$ cat src/rtl/arp_requester_if.sv
// arp_requester_if: lookup request/result handshake plus the ARP tx and rx payload streams
interface arp_requester_if;
    logic        req_valid;
    logic        req_ready;
    logic [31:0] req_ip;
    logic        resp_valid;
    logic        resp_ready;
    logic        resp_ok;
    logic [31:0] resp_ip;
    logic [47:0] resp_mac;
    logic        axis_o_tready;
    logic        axis_o_tvalid;
    logic        axis_o_tlast;
    logic [3:0]  axis_o_tkeep;
    logic [31:0] axis_o_tdata;
    logic [47:0] axis_o_dst_mac;
    logic        axis_i_tready;
    logic        axis_i_tvalid;
    logic        axis_i_tlast;
    logic [3:0]  axis_i_tkeep;
    logic [31:0] axis_i_tdata;

    modport master (
        input  req_valid, req_ip, resp_ready, axis_o_tready,
        input  axis_i_tvalid, axis_i_tlast, axis_i_tkeep, axis_i_tdata,
        output req_ready, resp_valid, resp_ok, resp_ip, resp_mac,
        output axis_o_tvalid, axis_o_tlast, axis_o_tkeep, axis_o_tdata, axis_o_dst_mac,
        output axis_i_tready
    );

    modport slave (
        output req_valid, req_ip, resp_ready, axis_o_tready,
        output axis_i_tvalid, axis_i_tlast, axis_i_tkeep, axis_i_tdata,
        input  req_ready, resp_valid, resp_ok, resp_ip, resp_mac,
        input  axis_o_tvalid, axis_o_tlast, axis_o_tkeep, axis_o_tdata, axis_o_dst_mac,
        input  axis_i_tready
    );
endinterface

$ cat src/rtl/arp_requester.sv
// arp_requester: broadcasts ARP requests with timeout/retry and parses incoming payloads for the matching reply
module arp_requester #(
    parameter int          AXIS_BYTES     = 4,
    parameter logic [47:0] OUR_MAC        = 48'h0,
    parameter logic [31:0] OUR_IP         = 32'h0,
    parameter int          TIMEOUT_CYCLES = 1000000,
    parameter int          MAX_RETRIES    = 3
) (
    input logic           clk,
    input logic           sresetn,
    arp_requester_if.master bus
);
    localparam int TW = TIMEOUT_CYCLES > 2 ? $clog2(TIMEOUT_CYCLES) : 1;
    localparam int RW = MAX_RETRIES > 0 ? $clog2(MAX_RETRIES + 1) : 1;

    typedef enum logic [1:0] {IDLE, SEND, WAIT, RESP} state_t;

    state_t        state;
    logic [31:0]   ip;
    logic [TW-1:0] timer;
    logic [RW-1:0] retries;
    logic [2:0]    tx_beat;
    logic [2:0]    rx_beat;
    logic          hdr_ok;
    logic          oper_ok;
    logic [47:0]   sha;
    logic [31:0]   spa;
    logic          match;
    logic          timeout;
    logic          unused;

    function automatic logic [31:0] tx_word(input logic [2:0] i, input logic [31:0] tpa);
        return i == 3'd0 ? 32'h00080100 :
               i == 3'd1 ? 32'h01000406 :
               i == 3'd2 ? OUR_MAC[31:0] :
               i == 3'd3 ? {OUR_IP[15:0], OUR_MAC[47:32]} :
               i == 3'd4 ? {16'h0, OUR_IP[31:16]} :
               i == 3'd5 ? 32'h0 : tpa;
    endfunction

    assign bus.req_ready      = state == IDLE;
    assign bus.axis_o_tkeep   = {AXIS_BYTES{1'b1}};
    assign bus.axis_o_dst_mac = '1;
    assign bus.axis_i_tready  = 1'b1;
    assign unused             = ^bus.axis_i_tkeep;
    assign timeout            = timer == TW'(TIMEOUT_CYCLES - 1);
    assign match = bus.axis_i_tvalid && rx_beat == 3'd6 && state == WAIT && hdr_ok && oper_ok && spa == ip;

    // Header fields are captured beat by beat; every packet rewrites them before its beat 6
    always_ff @(posedge clk or negedge sresetn)
        if (!sresetn) begin
            rx_beat <= '0;
            hdr_ok  <= 1'b0;
            oper_ok <= 1'b0;
            sha     <= '0;
            spa     <= '0;
        end else if (bus.axis_i_tvalid) begin
            rx_beat <= bus.axis_i_tlast ? 3'd0 : rx_beat == 3'd7 ? 3'd7 : rx_beat + 3'd1;
            if (rx_beat == 3'd0) hdr_ok <= bus.axis_i_tdata == 32'h00080100;
            if (rx_beat == 3'd1) oper_ok <= bus.axis_i_tdata == 32'h02000406;
            if (rx_beat == 3'd2) sha[31:0] <= bus.axis_i_tdata;
            if (rx_beat == 3'd3) begin
                sha[47:32] <= bus.axis_i_tdata[15:0];
                spa[15:0]  <= bus.axis_i_tdata[31:16];
            end
            if (rx_beat == 3'd4) spa[31:16] <= bus.axis_i_tdata[15:0];
        end

    always_ff @(posedge clk or negedge sresetn)
        if (!sresetn) begin
            state             <= IDLE;
            ip                <= '0;
            timer             <= '0;
            retries           <= '0;
            tx_beat           <= '0;
            bus.axis_o_tvalid <= 1'b0;
            bus.axis_o_tlast  <= 1'b0;
            bus.axis_o_tdata  <= '0;
            bus.resp_valid    <= 1'b0;
            bus.resp_ok       <= 1'b0;
            bus.resp_mac      <= '0;
            bus.resp_ip       <= '0;
        end else
            case (state)
                IDLE: if (bus.req_valid) begin
                    ip                <= bus.req_ip;
                    retries           <= RW'(MAX_RETRIES);
                    state             <= SEND;
                    tx_beat           <= '0;
                    bus.axis_o_tvalid <= 1'b1;
                    bus.axis_o_tlast  <= 1'b0;
                    bus.axis_o_tdata  <= 32'h00080100;
                end
                SEND: if (bus.axis_o_tready) begin
                    if (tx_beat == 3'd6) begin
                        bus.axis_o_tvalid <= 1'b0;
                        bus.axis_o_tlast  <= 1'b0;
                        timer             <= '0;
                        state             <= WAIT;
                    end else begin
                        tx_beat          <= tx_beat + 3'd1;
                        bus.axis_o_tdata <= tx_word(tx_beat + 3'd1, ip);
                        bus.axis_o_tlast <= tx_beat == 3'd5;
                    end
                end
                WAIT: begin
                    timer <= timeout ? timer : timer + 1'b1;
                    if (match) begin
                        state          <= RESP;
                        bus.resp_valid <= 1'b1;
                        bus.resp_ok    <= 1'b1;
                        bus.resp_mac   <= sha;
                        bus.resp_ip    <= ip;
                    end else if (timeout && retries != '0) begin
                        retries           <= retries - 1'b1;
                        state             <= SEND;
                        tx_beat           <= '0;
                        bus.axis_o_tvalid <= 1'b1;
                        bus.axis_o_tlast  <= 1'b0;
                        bus.axis_o_tdata  <= 32'h00080100;
                    end else if (timeout) begin
                        state          <= RESP;
                        bus.resp_valid <= 1'b1;
                        bus.resp_ok    <= 1'b0;
                        bus.resp_mac   <= '0;
                        bus.resp_ip    <= ip;
                    end
                end
                RESP: if (bus.resp_ready) begin
                    bus.resp_valid <= 1'b0;
                    state          <= IDLE;
                end
                default: state <= IDLE;
            endcase
endmodule

$ cat src/flat_wrapper.sv
// flat-port wrapper written by rule: the top's interface ports become plain ports
module arp_requester_flat 
#(
    parameter int          AXIS_BYTES     = 4,
    parameter logic [47:0] OUR_MAC        = 48'h0,
    parameter logic [31:0] OUR_IP         = 32'h0,
    parameter int          TIMEOUT_CYCLES = 1000000,
    parameter int          MAX_RETRIES    = 3
)
  (clk, sresetn, bus_req_valid, bus_req_ip, bus_resp_ready, bus_axis_o_tready, bus_axis_i_tvalid, bus_axis_i_tlast, bus_axis_i_tkeep, bus_axis_i_tdata, bus_req_ready, bus_resp_valid, bus_resp_ok, bus_resp_ip, bus_resp_mac, bus_axis_o_tvalid, bus_axis_o_tlast, bus_axis_o_tkeep, bus_axis_o_tdata, bus_axis_o_dst_mac, bus_axis_i_tready);
  arp_requester_if bus_i ();
  input logic clk;
  input logic sresetn;
  input wire logic [$bits(bus_i.req_valid)-1:0] bus_req_valid;
  input wire logic [$bits(bus_i.req_ip)-1:0] bus_req_ip;
  input wire logic [$bits(bus_i.resp_ready)-1:0] bus_resp_ready;
  input wire logic [$bits(bus_i.axis_o_tready)-1:0] bus_axis_o_tready;
  input wire logic [$bits(bus_i.axis_i_tvalid)-1:0] bus_axis_i_tvalid;
  input wire logic [$bits(bus_i.axis_i_tlast)-1:0] bus_axis_i_tlast;
  input wire logic [$bits(bus_i.axis_i_tkeep)-1:0] bus_axis_i_tkeep;
  input wire logic [$bits(bus_i.axis_i_tdata)-1:0] bus_axis_i_tdata;
  output wire logic [$bits(bus_i.req_ready)-1:0] bus_req_ready;
  output wire logic [$bits(bus_i.resp_valid)-1:0] bus_resp_valid;
  output wire logic [$bits(bus_i.resp_ok)-1:0] bus_resp_ok;
  output wire logic [$bits(bus_i.resp_ip)-1:0] bus_resp_ip;
  output wire logic [$bits(bus_i.resp_mac)-1:0] bus_resp_mac;
  output wire logic [$bits(bus_i.axis_o_tvalid)-1:0] bus_axis_o_tvalid;
  output wire logic [$bits(bus_i.axis_o_tlast)-1:0] bus_axis_o_tlast;
  output wire logic [$bits(bus_i.axis_o_tkeep)-1:0] bus_axis_o_tkeep;
  output wire logic [$bits(bus_i.axis_o_tdata)-1:0] bus_axis_o_tdata;
  output wire logic [$bits(bus_i.axis_o_dst_mac)-1:0] bus_axis_o_dst_mac;
  output wire logic [$bits(bus_i.axis_i_tready)-1:0] bus_axis_i_tready;
  assign bus_i.req_valid = bus_req_valid;
  assign bus_i.req_ip = bus_req_ip;
  assign bus_i.resp_ready = bus_resp_ready;
  assign bus_i.axis_o_tready = bus_axis_o_tready;
  assign bus_i.axis_i_tvalid = bus_axis_i_tvalid;
  assign bus_i.axis_i_tlast = bus_axis_i_tlast;
  assign bus_i.axis_i_tkeep = bus_axis_i_tkeep;
  assign bus_i.axis_i_tdata = bus_axis_i_tdata;
  assign bus_req_ready = bus_i.req_ready;
  assign bus_resp_valid = bus_i.resp_valid;
  assign bus_resp_ok = bus_i.resp_ok;
  assign bus_resp_ip = bus_i.resp_ip;
  assign bus_resp_mac = bus_i.resp_mac;
  assign bus_axis_o_tvalid = bus_i.axis_o_tvalid;
  assign bus_axis_o_tlast = bus_i.axis_o_tlast;
  assign bus_axis_o_tkeep = bus_i.axis_o_tkeep;
  assign bus_axis_o_tdata = bus_i.axis_o_tdata;
  assign bus_axis_o_dst_mac = bus_i.axis_o_dst_mac;
  assign bus_axis_i_tready = bus_i.axis_i_tready;
  arp_requester #(.AXIS_BYTES(AXIS_BYTES), .OUR_MAC(OUR_MAC), .OUR_IP(OUR_IP), .TIMEOUT_CYCLES(TIMEOUT_CYCLES), .MAX_RETRIES(MAX_RETRIES)) u_core (.clk(clk), .sresetn(sresetn), .bus(bus_i));
endmodule
$ cat config.mk
export PLATFORM = sky130hd
export DESIGN_NAME = arp_requester_flat
export DESIGN_NICKNAME = d
export VERILOG_FILES = /design/src/rtl/arp_requester_if.sv /design/src/rtl/arp_requester.sv /design/src/flat_wrapper.sv
export SDC_FILE = /design/constraint.sdc
export NUM_CORES = 1
export LEC_CHECK = 0
export BUFFER_PORTS_ARGS = -buffer_cell sky130_fd_sc_hd__buf_4
export CORE_UTILIZATION = 49
export DETAILED_ROUTE_END_ITERATION = 8
export PLACE_DENSITY = 0.72
export SYNTH_ARGS = -nofsm -noshare
export SYNTH_HDL_FRONTEND = slang
export SYNTH_SLANG_ARGS = --single-unit
$ cat constraint.sdc
create_clock -name clk -period 4.05 [get_ports clk]
set_clock_uncertainty 0.1 [all_clocks]
set_input_delay 0.405 -clock clk [delete_from_list [all_inputs] [get_ports clk]]
set_output_delay 0.405 -clock clk [all_outputs]
set_load 0.05 [all_outputs]
After elaboration in Yosys (flattened, before gate mapping)
Index checks and enable logic that the tools add are counted.
- eq/ne operators: 32
- reduce and logical (&&, ||, !) cells: 29
- add/subtract/negate cells: 4
- muxes and demuxes: 62
- operators by type and width (operator ; count):
    32-bit two-way mux ; 14
    48-bit two-way mux ; 3
    32-bit case mux with 3 select lines ; 1
    20-bit two-way mux ; 3
    20-bit case mux with 2 select lines ; 1
    32-bit by 20-bit equality test with 1-bit output, second input constant ; 1
    32-bit by 26-bit equality test with 1-bit output, second input constant ; 1
    32-bit equality test ; 1
    3-bit equality test, second input constant ; 7
    3-bit two-way mux ; 7
    20-bit by 1-bit adder with 20-bit output, second input constant ; 1
    20-bit equality test, second input constant ; 1
    2-bit two-way mux ; 10
    1-bit two-way mux ; 17
    2-bit inequality test, second input constant ; 7
    3-bit by 2-bit equality test with 1-bit output, second input constant ; 4
    2-bit AND reduction ; 6
    4-bit AND reduction ; 3
    6-bit AND reduction ; 2
    5-bit AND reduction ; 2
    2-bit nonzero test ; 5
    3-bit case mux with 3 select lines ; 1
    2-bit case mux with 4 select lines ; 1
    3-bit by 1-bit adder with 3-bit output, second input constant ; 2
    other kinds (16) ; 26
- output and inout port bits: 170
- flip-flop bits (word level): 260
- input bits: 75

Depth between registers and ports, before layout
Gate-level depths: netlist of run 1.
- word-level depth: 11
- mapped depth: 9

Least setup slack after synthesis of run 1
No wires, ideal clock.
- path kind: reg2reg
- start: register u_core.state[1]
- end: register u_core.ip[0]
- data arrival time: 2.530 ns
- buffers on the path: 3
- setup slack: 1.295 ns
- data required time: 3.825 ns
- stages on the path, launching flop included: 7
- cell sequence: dfrtp_1 > clkbuf_1 > nor2_1 > and2_1 > clkbuf_1 > buf_1 > mux2_2
- longest elaborated chain between the ends: 2
- RTL lines (element ; RTL line ; source):
    from (decl) ; arp_requester.sv:18 ; state_t state;
    from (signal assigned) ; arp_requester.sv:71 ; state <= IDLE;
    from (signal assigned) ; arp_requester.sv:88 ; state <= SEND;
    from (signal assigned) ; arp_requester.sv:99 ; state <= WAIT;
    2-bit zero test ; n/a ;
    net bus_req_ready ; flat_wrapper.sv:22 ; output wire logic [$bits(bus_i.req_ready)-1:0] bus_req_ready;
    2-bit AND reduction (no source line) ; n/a ;
    to (signal assigned) ; arp_requester.sv:86 ; ip <= bus.req_ip;
    to (decl) ; arp_requester.sv:19 ; logic [31:0] ip;
The timed path passes the listed nets, and every way through them passes these cells.
A chain may end at the register's enable or synchronous reset.

Worst setup path in the final report of run 1
- start: register u_core.tx_beat[0]
- end: register u_core.bus.axis_o_tdata[31]
- longest elaborated chain between the ends: 11
- RTL lines (element ; RTL line ; source):
    from (decl) ; arp_requester.sv:22 ; logic [2:0] tx_beat;
    from (signal assigned) ; arp_requester.sv:101 ; tx_beat <= tx_beat + 3'd1;
    3-bit by 1-bit adder with 3-bit output ; arp_requester.sv:102 ; bus.axis_o_tdata <= tx_word(tx_beat + 3'd1, ip);
    3-bit equality test ; arp_requester.sv:38 ; i == 3'd5 ? 32'h0 : tpa;
    32-bit two-way mux ; arp_requester.sv:38 ;
    32-bit two-way mux ; arp_requester.sv:37 ; i == 3'd4 ? {16'h0, OUR_IP[31:16]} :
    32-bit two-way mux ; arp_requester.sv:36 ; i == 3'd3 ? {OUR_IP[15:0], OUR_MAC[47:32]} :
    32-bit two-way mux ; arp_requester.sv:35 ; i == 3'd2 ? OUR_MAC[31:0] :
    32-bit two-way mux ; arp_requester.sv:34 ; i == 3'd1 ? 32'h01000406 :
    32-bit two-way mux ; arp_requester.sv:33 ; return i == 3'd0 ? 32'h00080100 :
    32-bit two-way mux ; arp_requester.sv:95 ; if (tx_beat == 3'd6) begin
    32-bit two-way mux ; arp_requester.sv:94 ; SEND: if (bus.axis_o_tready) begin
    32-bit case mux with 3 select lines ; arp_requester.sv:84 ; case (state)
    to (signal assigned) ; arp_requester.sv:102 ;
    to (decl) ; arp_requester_if.sv:27 ; output axis_o_tvalid, axis_o_tlast, axis_o_tkeep, axis_o_tdata, axis_o_dst_mac,
Several ways; a longest one is shown, not always the timed one. The select of a mux whose other input is x is not followed.

==> results.sh, run 1 <==
export IMPL_syn_inst=961
export IMPL_min_from="bus_req_ip[21]"
export IMPL_ys_flop_type="dfrtp_1"
export IMPL_min_to="u_core.ip[21]"
export IMPL_final_nets=1262
export IMPL_leakagePower_nw=7.138
export IMPL_postSynthAreaPerCell_um2=12.56
export IMPL_grt_first_pass_wirelength_um=45460
export IMPL_insertion_delay_ps=540
export IMPL_crit_fanout=14
export IMPL_irDropWorstVdd_v=0.0003725
export IMPL_core_area_um2=24250
export IMPL_clk_pin_slew_worst_paths_ps=60
export IMPL_gp_congestion=0.8452
export IMPL_synth_top_area_share_pct=53.91
export IMPL_viasPerCell=5.394
export IMPL_io_pins=245
export IMPL_dpl_hpwl_um=20000
export IMPL_p_total_mw=9.093
export IMPL_status="complete, no violations"
export IMPL_yosysSeqAreaShare_pct=53.91
export IMPL_critical_path_class="register to register"
export IMPL_fmaxAchievable_ghz=0.3384
export IMPL_setup_violations=0
export IMPL_r2r_start="u_core.tx_beat[0]"
export IMPL_dp_cells=1446
export IMPL_grt_pass1_vias=8000
export IMPL_globalRouteTotalUtil_pct=22.72
export IMPL_cp_data_arrival_time_ps=3330
export IMPL_ys_ff_latch=260
export IMPL_cts_buffer_depth=3
export IMPL_drc_errors=0
export IMPL_holdPathStages=2
export IMPL_finalCritPeriodShare_pct=72.96
export IMPL_ys_warnings_count=0
export IMPL_final_util_pct=60.92
export IMPL_ys_async_sr_fraction_pct=100.0
export IMPL_antenna_found_initial=0
export IMPL_crit_path_end_kind="register"
export IMPL_rsz0062_at_grt="false"
export IMPL_post_cts_buffers=0
export IMPL_fp_dieW_um=158.9
export IMPL_rows=57
export IMPL_r2r_cells=7
export IMPL_area_growth_pct=22.41
export IMPL_fp_dieH_um=158.9
export IMPL_finalHoldViolCount=0
export IMPL_r2r_end="u_core.bus.axis_o_tdata[31]"
export IMPL_final_max_slew_viol_count=0
export IMPL_cts_max_level=1
export IMPL_numPortBuffers=187
export IMPL_synth_edff_count=0
export IMPL_die_area_um2=25260
export IMPL_maxCapViolCount=0
export IMPL_grt_max_degree=101
export IMPL_yosysTopAreaCell="dfrtp_1"
export IMPL_synth_area_um2=12070
export IMPL_cts_tree="yes"
export IMPL_layout_drive_gt1_share_pct=37.45
export IMPL_antenna_cells=0
export IMPL_power_density_nw_per_um2=615.6
export IMPL_overflow=0
export IMPL_synth_distinct_cells=55
export IMPL_start_util_pct=49.77
export IMPL_ys_top_cells_by_count="260 x dfrtp_1, 186 x mux2_2, 56 x buf_4"
export IMPL_ff2ff_setup_slack_ps=1100
export IMPL_hp_class="input pin to register"
export IMPL_startpoint_type="register"
export IMPL_cts_buffers_inserted=27
export IMPL_ant_nets=0
export IMPL_routed_via_count=8172
export IMPL_relSlewSlack_pct=46.98
export IMPL_required_ps=4430
export IMPL_first_iter_violations=444
export IMPL_fin_cells=1515
export IMPL_period_needed_ps=2955
export IMPL_clock_sinks=260
export IMPL_tightest_slew_ps=795.3
export IMPL_routed_wl_um=28950
export IMPL_post_drt_wl_per_cell_um=19.11
export IMPL_synth_area_leaders="dfrtp_1 54%, mux2_2 17%, buf_4 3.5%, nor2b_1 2.7%, xnor2_1 2.5%"
export IMPL_synth_most_common_cell="dfrtp_1"
export IMPL_cts_root_buf="clkbuf_16"
export IMPL_fin_tns_setup_ps=0
export IMPL_firstDrtPassIters=5
kinds of logic after synthesis:
| family | after synthesis | share of synthesized area, % |
|---|---|---|
| DFF | 260 | 53.91 |
| and+or+nand+nor | 205 | 9.943 |
| muxes | 193 | 17.99 |
| AOI/OAI and AO/OA | 125 | 7.662 |
| buffers and inverters | 117 | 5.765 |
| xor gates and xnor gates | 49 | 3.556 |
| adders and majority gates | 11 | 1.140 |
| other | 1 | 0.03107 |
layout by cell type, fill, tap and decap left out, types with 3 or more instances in the layout:
master / synthesis / final
a21oi_1: 9 / 8
a221o_1: 26 / 26
a31oi_1: 6 / 5
a41oi_1: 3 / 3
and2_1: 3 / 3
and3_1: 5 / 5
and4_1: 3 / 3
buf_4: 56 / 206
bufinv_16: 0 / 3
clkbuf_1: 23 / 5
clkbuf_16: 0 / 27
clkbuf_8: 0 / 4
clkinv_2: 0 / 5
conb_1: 1 / 53
dfrtp_1: 260 / 260
dlygate4sd3_1: 0 / 25
ha_1: 11 / 11
inv_1: 18 / 18
mux2_1: 5 / 5
mux2_2: 186 / 186
nand2_1: 37 / 37
nand2b_1: 3 / 3
nand3_1: 16 / 16
nand4_1: 25 / 25
nor2_1: 25 / 24
nor2b_1: 53 / 53
nor3_1: 5 / 4
nor4_1: 11 / 11
o2111ai_1: 6 / 6
o211ai_1: 9 / 9
o21a_1: 27 / 27
o21ai_0: 28 / 28
or4_1: 3 / 3
xnor2_1: 34 / 34
xor2_1: 15 / 15
area by class of cell:
type | count | area [µm²]
flip-flops and latches | 260 | 6506
repair buffers | 233 | 1832
inverters | 18 | 67.56
well taps | 324 | 405.4
multi-input cells | 636 | 5096
clock buffers | 36 | 749.5
clock inverters | 8 | 115.1
fillers | 1960 | 9477
routing by layer:
| metal | share of wire [%] | vias to the layer above | global-route usage (%) | wire length [µm] |
|---|---|---|---|---|
| met3 | 5.6 | 47 | 3.985 | 1628 |
| met1 | 46 | 4110 | 32.73 | 13360 |
| met4 | 2.0 | 0 | 5.682 | 568 |
| li1 | - | 3755 | - | - |
| met2 | 46 | 260 | 35.85 | 13380 |
| met5 | 0 | - | 0 | 0 |
critical path: stages, from the launching register on:
cell,delay (ps)
dfrtp_1,440
inv_1,110
ha_1,270
a21o_1,170
a211oi_1,620
and3_1,680
buf_4,330
a221o_1,170
per-stage QoR:
| stage | setup slack, ps | cell area [µm²] | hold slack (ps) |
|---|---|---|---|
| floorplan | 1295 | 12260 | 9.409 |
| CTS | 1162 | 14750 | 0.3870 |
| detailed placement | 1170 | 13660 | 365.0 |
| finish | 1095 | 14770 | 15.49 |
| global placement | 1191 | 13660 | 360.1 |
| global route | 926.8 | 14770 | 2.951 |
how the worst max path moves through the flow:
stage	from	end	slack, ps	cells past startpoint
CTS	u_core.tx_beat[0]	u_core.bus.axis_o_tdata[31]	1160	7
global placement	u_core.state[0]	u_core.bus.resp_mac[20]	1190	7
global route	u_core.tx_beat[0]	u_core.bus.axis_o_tdata[12]	930	7
floorplan	u_core.state[1]	u_core.ip[0]	1300	6
finish	u_core.tx_beat[0]	u_core.bus.axis_o_tdata[31]	1100	7
detailed placement	u_core.tx_beat[0]	u_core.bus.axis_o_tdata[6]	1170	7
where the power goes:
part	internal, mW	switching (mW)	total [mW]
Sequential	3.33	0.744	4.07
Clock	1.47	0.980	2.45
Combinational	1.16	1.41	2.57
flip-flops by register name, summed over array words and instances (netlist names):
signal,flops
u_core.tx_beat,3
u_core.bus.axis_o_tvalid,1
u_core.bus.axis_o_tlast,1
u_core.rx_beat,3
u_core.hdr_ok,1
u_core.bus.resp_mac,48
u_core.bus.resp_ip,32
u_core.spa,32
u_core.oper_ok,1
u_core.sha,48
u_core.state,2
u_core.retries,2
u_core.timer,20
u_core.bus.resp_valid,1
u_core.bus.resp_ok,1
u_core.ip,32
u_core.bus.axis_o_tdata,32
repair_timing:
action | 4_1_cts | 5_1_grt
hold endpoints to repair | 117 | 2
gates resized for setup | 0 | 0
hold buffers | 23 | 2
(Power assumes the default switching activity.)
==> run 2, diff against run 1 <==
==> constraint.sdc (replaced) <==
create_clock -name clk -period 2.8 [get_ports clk]
set_clock_uncertainty 0.1 [all_clocks]
set_input_delay 0.28 -clock clk [delete_from_list [all_inputs] [get_ports clk]]
set_output_delay 0.28 -clock clk [all_outputs]
set_load 0.05 [all_outputs]
==> run 2 against run 1 <==
Net effect:
- count of clock-buffer cells in the layout grew 8
- critical path depth shrank 1
- combinational power grew 51%
- power grew 50%
- wire length grew 4.1%
- first-iteration DRC count grew 7.7%
- maximum frequency grew 16%
- design area grew 5.0%
- die area is the same
- clock power grew 58%
- via count grew 4.1%
- highest routed layer unchanged
==> results.sh, run 2 (same netlist as run 1, synthesis figures left out) <==
export IMPL_status="complete, no violations"
export IMPL_fp_dieW_um=158.9
export IMPL_period_needed_ps=2537
export IMPL_insertion_delay_ps=540
export IMPL_fin_tns_setup_ps=0
export IMPL_hp_class="input pin to register"
export IMPL_cts_root_buf="clkbuf_16"
export IMPL_routed_wl_um=30140
export IMPL_startpoint_type="register"
export IMPL_clock_sinks=260
export IMPL_final_util_pct=63.98
export IMPL_power_density_nw_per_um2=878.3
export IMPL_fp_dieH_um=158.9
export IMPL_firstDrtPassIters=4
export IMPL_final_area_um2=15510
export IMPL_globalRouteTotalUtil_pct=24.10
export IMPL_layout_common_cells="260 x dfrtp_1, 216 x buf_4, 186 x mux2_2"
export IMPL_crit_path_end_kind="register"
export IMPL_post_drt_wl_per_cell_um=19.05
export IMPL_dpl_hpwl_um=20790
export IMPL_irDropWorstVdd_v=0.0006490
export IMPL_required_ps=3120
export IMPL_antenna_cells=0
export IMPL_overflow=0
export IMPL_start_util_pct=49.77
export IMPL_cp_data_arrival_time_ps=2850
export IMPL_critical_path_class="register to register"
export IMPL_fmaxAchievable_ghz=0.3942
export IMPL_io_pins=245
export IMPL_clk_pin_slew_worst_paths_ps=60
export IMPL_die_area_um2=25260
export IMPL_p_seq_share_pct=43.1
export IMPL_finalCritPeriodShare_pct=90.60
export IMPL_cts_buffer_depth=3
export IMPL_core_area_um2=24250
export IMPL_ant_nets=0
export IMPL_internal_power_mw=8.967
export IMPL_relSlewSlack_pct=47.93
export IMPL_cts_max_level=1
export IMPL_gp_congestion=0.8723
export IMPL_placed_area_um2=13830
export IMPL_layout_drive_gt1_share_pct=37.20
export IMPL_cts_buffers_inserted=28
export IMPL_whs_ps=33.86
export IMPL_numPortBuffers=187
export IMPL_crit_fanout=17
export IMPL_final_nets=1322
export IMPL_grt_pass1_vias=8631
export IMPL_routed_via_count=8504
export IMPL_comb_power_share_pct=28.5
export IMPL_rsz0062_at_grt="false"
export IMPL_finalHoldViolCount=0
export IMPL_swShare_pct=34.20
export IMPL_p_sw_mw=4.660
export IMPL_layout_commonest_cell="dfrtp_1"
export IMPL_grt_max_degree=73
export IMPL_leakagePower_nw=7.479
export IMPL_p_clk_share_pct=28.4
export IMPL_final_max_slew_viol_count=0
export IMPL_drc_errors=0
export IMPL_grt_first_pass_wirelength_um=48470
export IMPL_viasPerCell=5.375
export IMPL_maxCapViolCount=0
export IMPL_rows=57
export IMPL_setup_violations=0
export IMPL_reg_largest_list="u_core.bus.resp_mac (48), u_core.sha (48)"
export IMPL_cts_tree="yes"
export IMPL_first_iter_violations=478
export IMPL_area_growth_pct=28.55
export IMPL_antenna_found_initial=0
export IMPL_tightest_slew_ps=778.9
==> run 2: cell types whose count changed in the layout (fill, tap and decap cells not counted), sizes merged <==
cell         before  now
dlygate4sd3      25   69
clkinv            5    4
buf             208  223
clkbuf           36   44
inv              18   19
==> run 2: final cells by class <==
class | instances | area (µm²)
fillers | 1845 | 8735
inverters | 18 | 67.56
well taps | 324 | 405.4
multi-input cells | 636 | 5096
repair buffers | 292 | 2447
flip-flops and latches | 260 | 6506
clock buffers | 44 | 860.8
clock inverters | 8 | 130.1
==> run 2: layer usage <==
metal	wire, µm	GRT usage, %	up-vias
met5	0	0	-
met4	606	5.288	0
met3	1777	4.220	42
met2	14620	40.65	283
met1	13130	32.68	4271
li1	-	-	3908
==> run 2: power groups by stage <==
| stage | clock [mW] | sequential (mW) | combinational, mW |
|---|---|---|---|
| finish | 3.88 | 5.87 | 3.88 |
| global route | 4.08 | 5.99 | 4.19 |
| CTS | 3.94 | 5.86 | 3.89 |
| detailed placement | 0 | 5.91 | 3.79 |
| global placement | 0 | 5.86 | 3.69 |
| floorplan | 0 | 5.90 | 2.49 |
==> run 2: what timing repair did <==
| action | CTS | global route |
|---|---|---|
| buffers inserted | 0 | 0 |
| endpoints found under the hold margin | 183 | 0 |
| hold buffers | 69 | 0 |
| resized for setup | 0 | 0 |
| setup endpoints to repair | 0 | 0 |
==> run 2: per-stage QoR <==
step           std cells  total power [mW]  setup slack [ps]
5_1_grt             1582             14.26             104.5
3_3_place_gp        1461             9.556             376.0
6_report            1582             13.63             263.2
3_5_place_dp        1461             9.700             291.5
4_1_cts             1582             13.68             285.7
2_1_floorplan       1013             8.391             45.24
==> run 2: final timing paths <==
path / startpoint / end / slack [ps] / cells after the start
hold reg to reg: u_core.hdr_ok / u_core.hdr_ok / 390 / 2
setup reg to reg: u_core.timer[7] / u_core.bus.axis_o_tdata[15] / 260 / 6
setup / recovery: u_core.timer[7] / u_core.bus.axis_o_tdata[15] / 260 / 6
hold / removal: bus_axis_o_tready / u_core.tx_beat[2] / 30 / 3
min in group asynchronous: sresetn / u_core.bus.resp_ip[17] / 220 / 2
max in group asynchronous: sresetn / u_core.bus.resp_ip[0] / 1650 / 3
==> run 2: worst max-delay path, stage by stage (launching register included) <==
cell,delay (ps)
dfrtp_1,430
nor4_1,470
and4_1,420
a21oi_2,230
buf_4,290
o21a_1,210
a221o_1,260
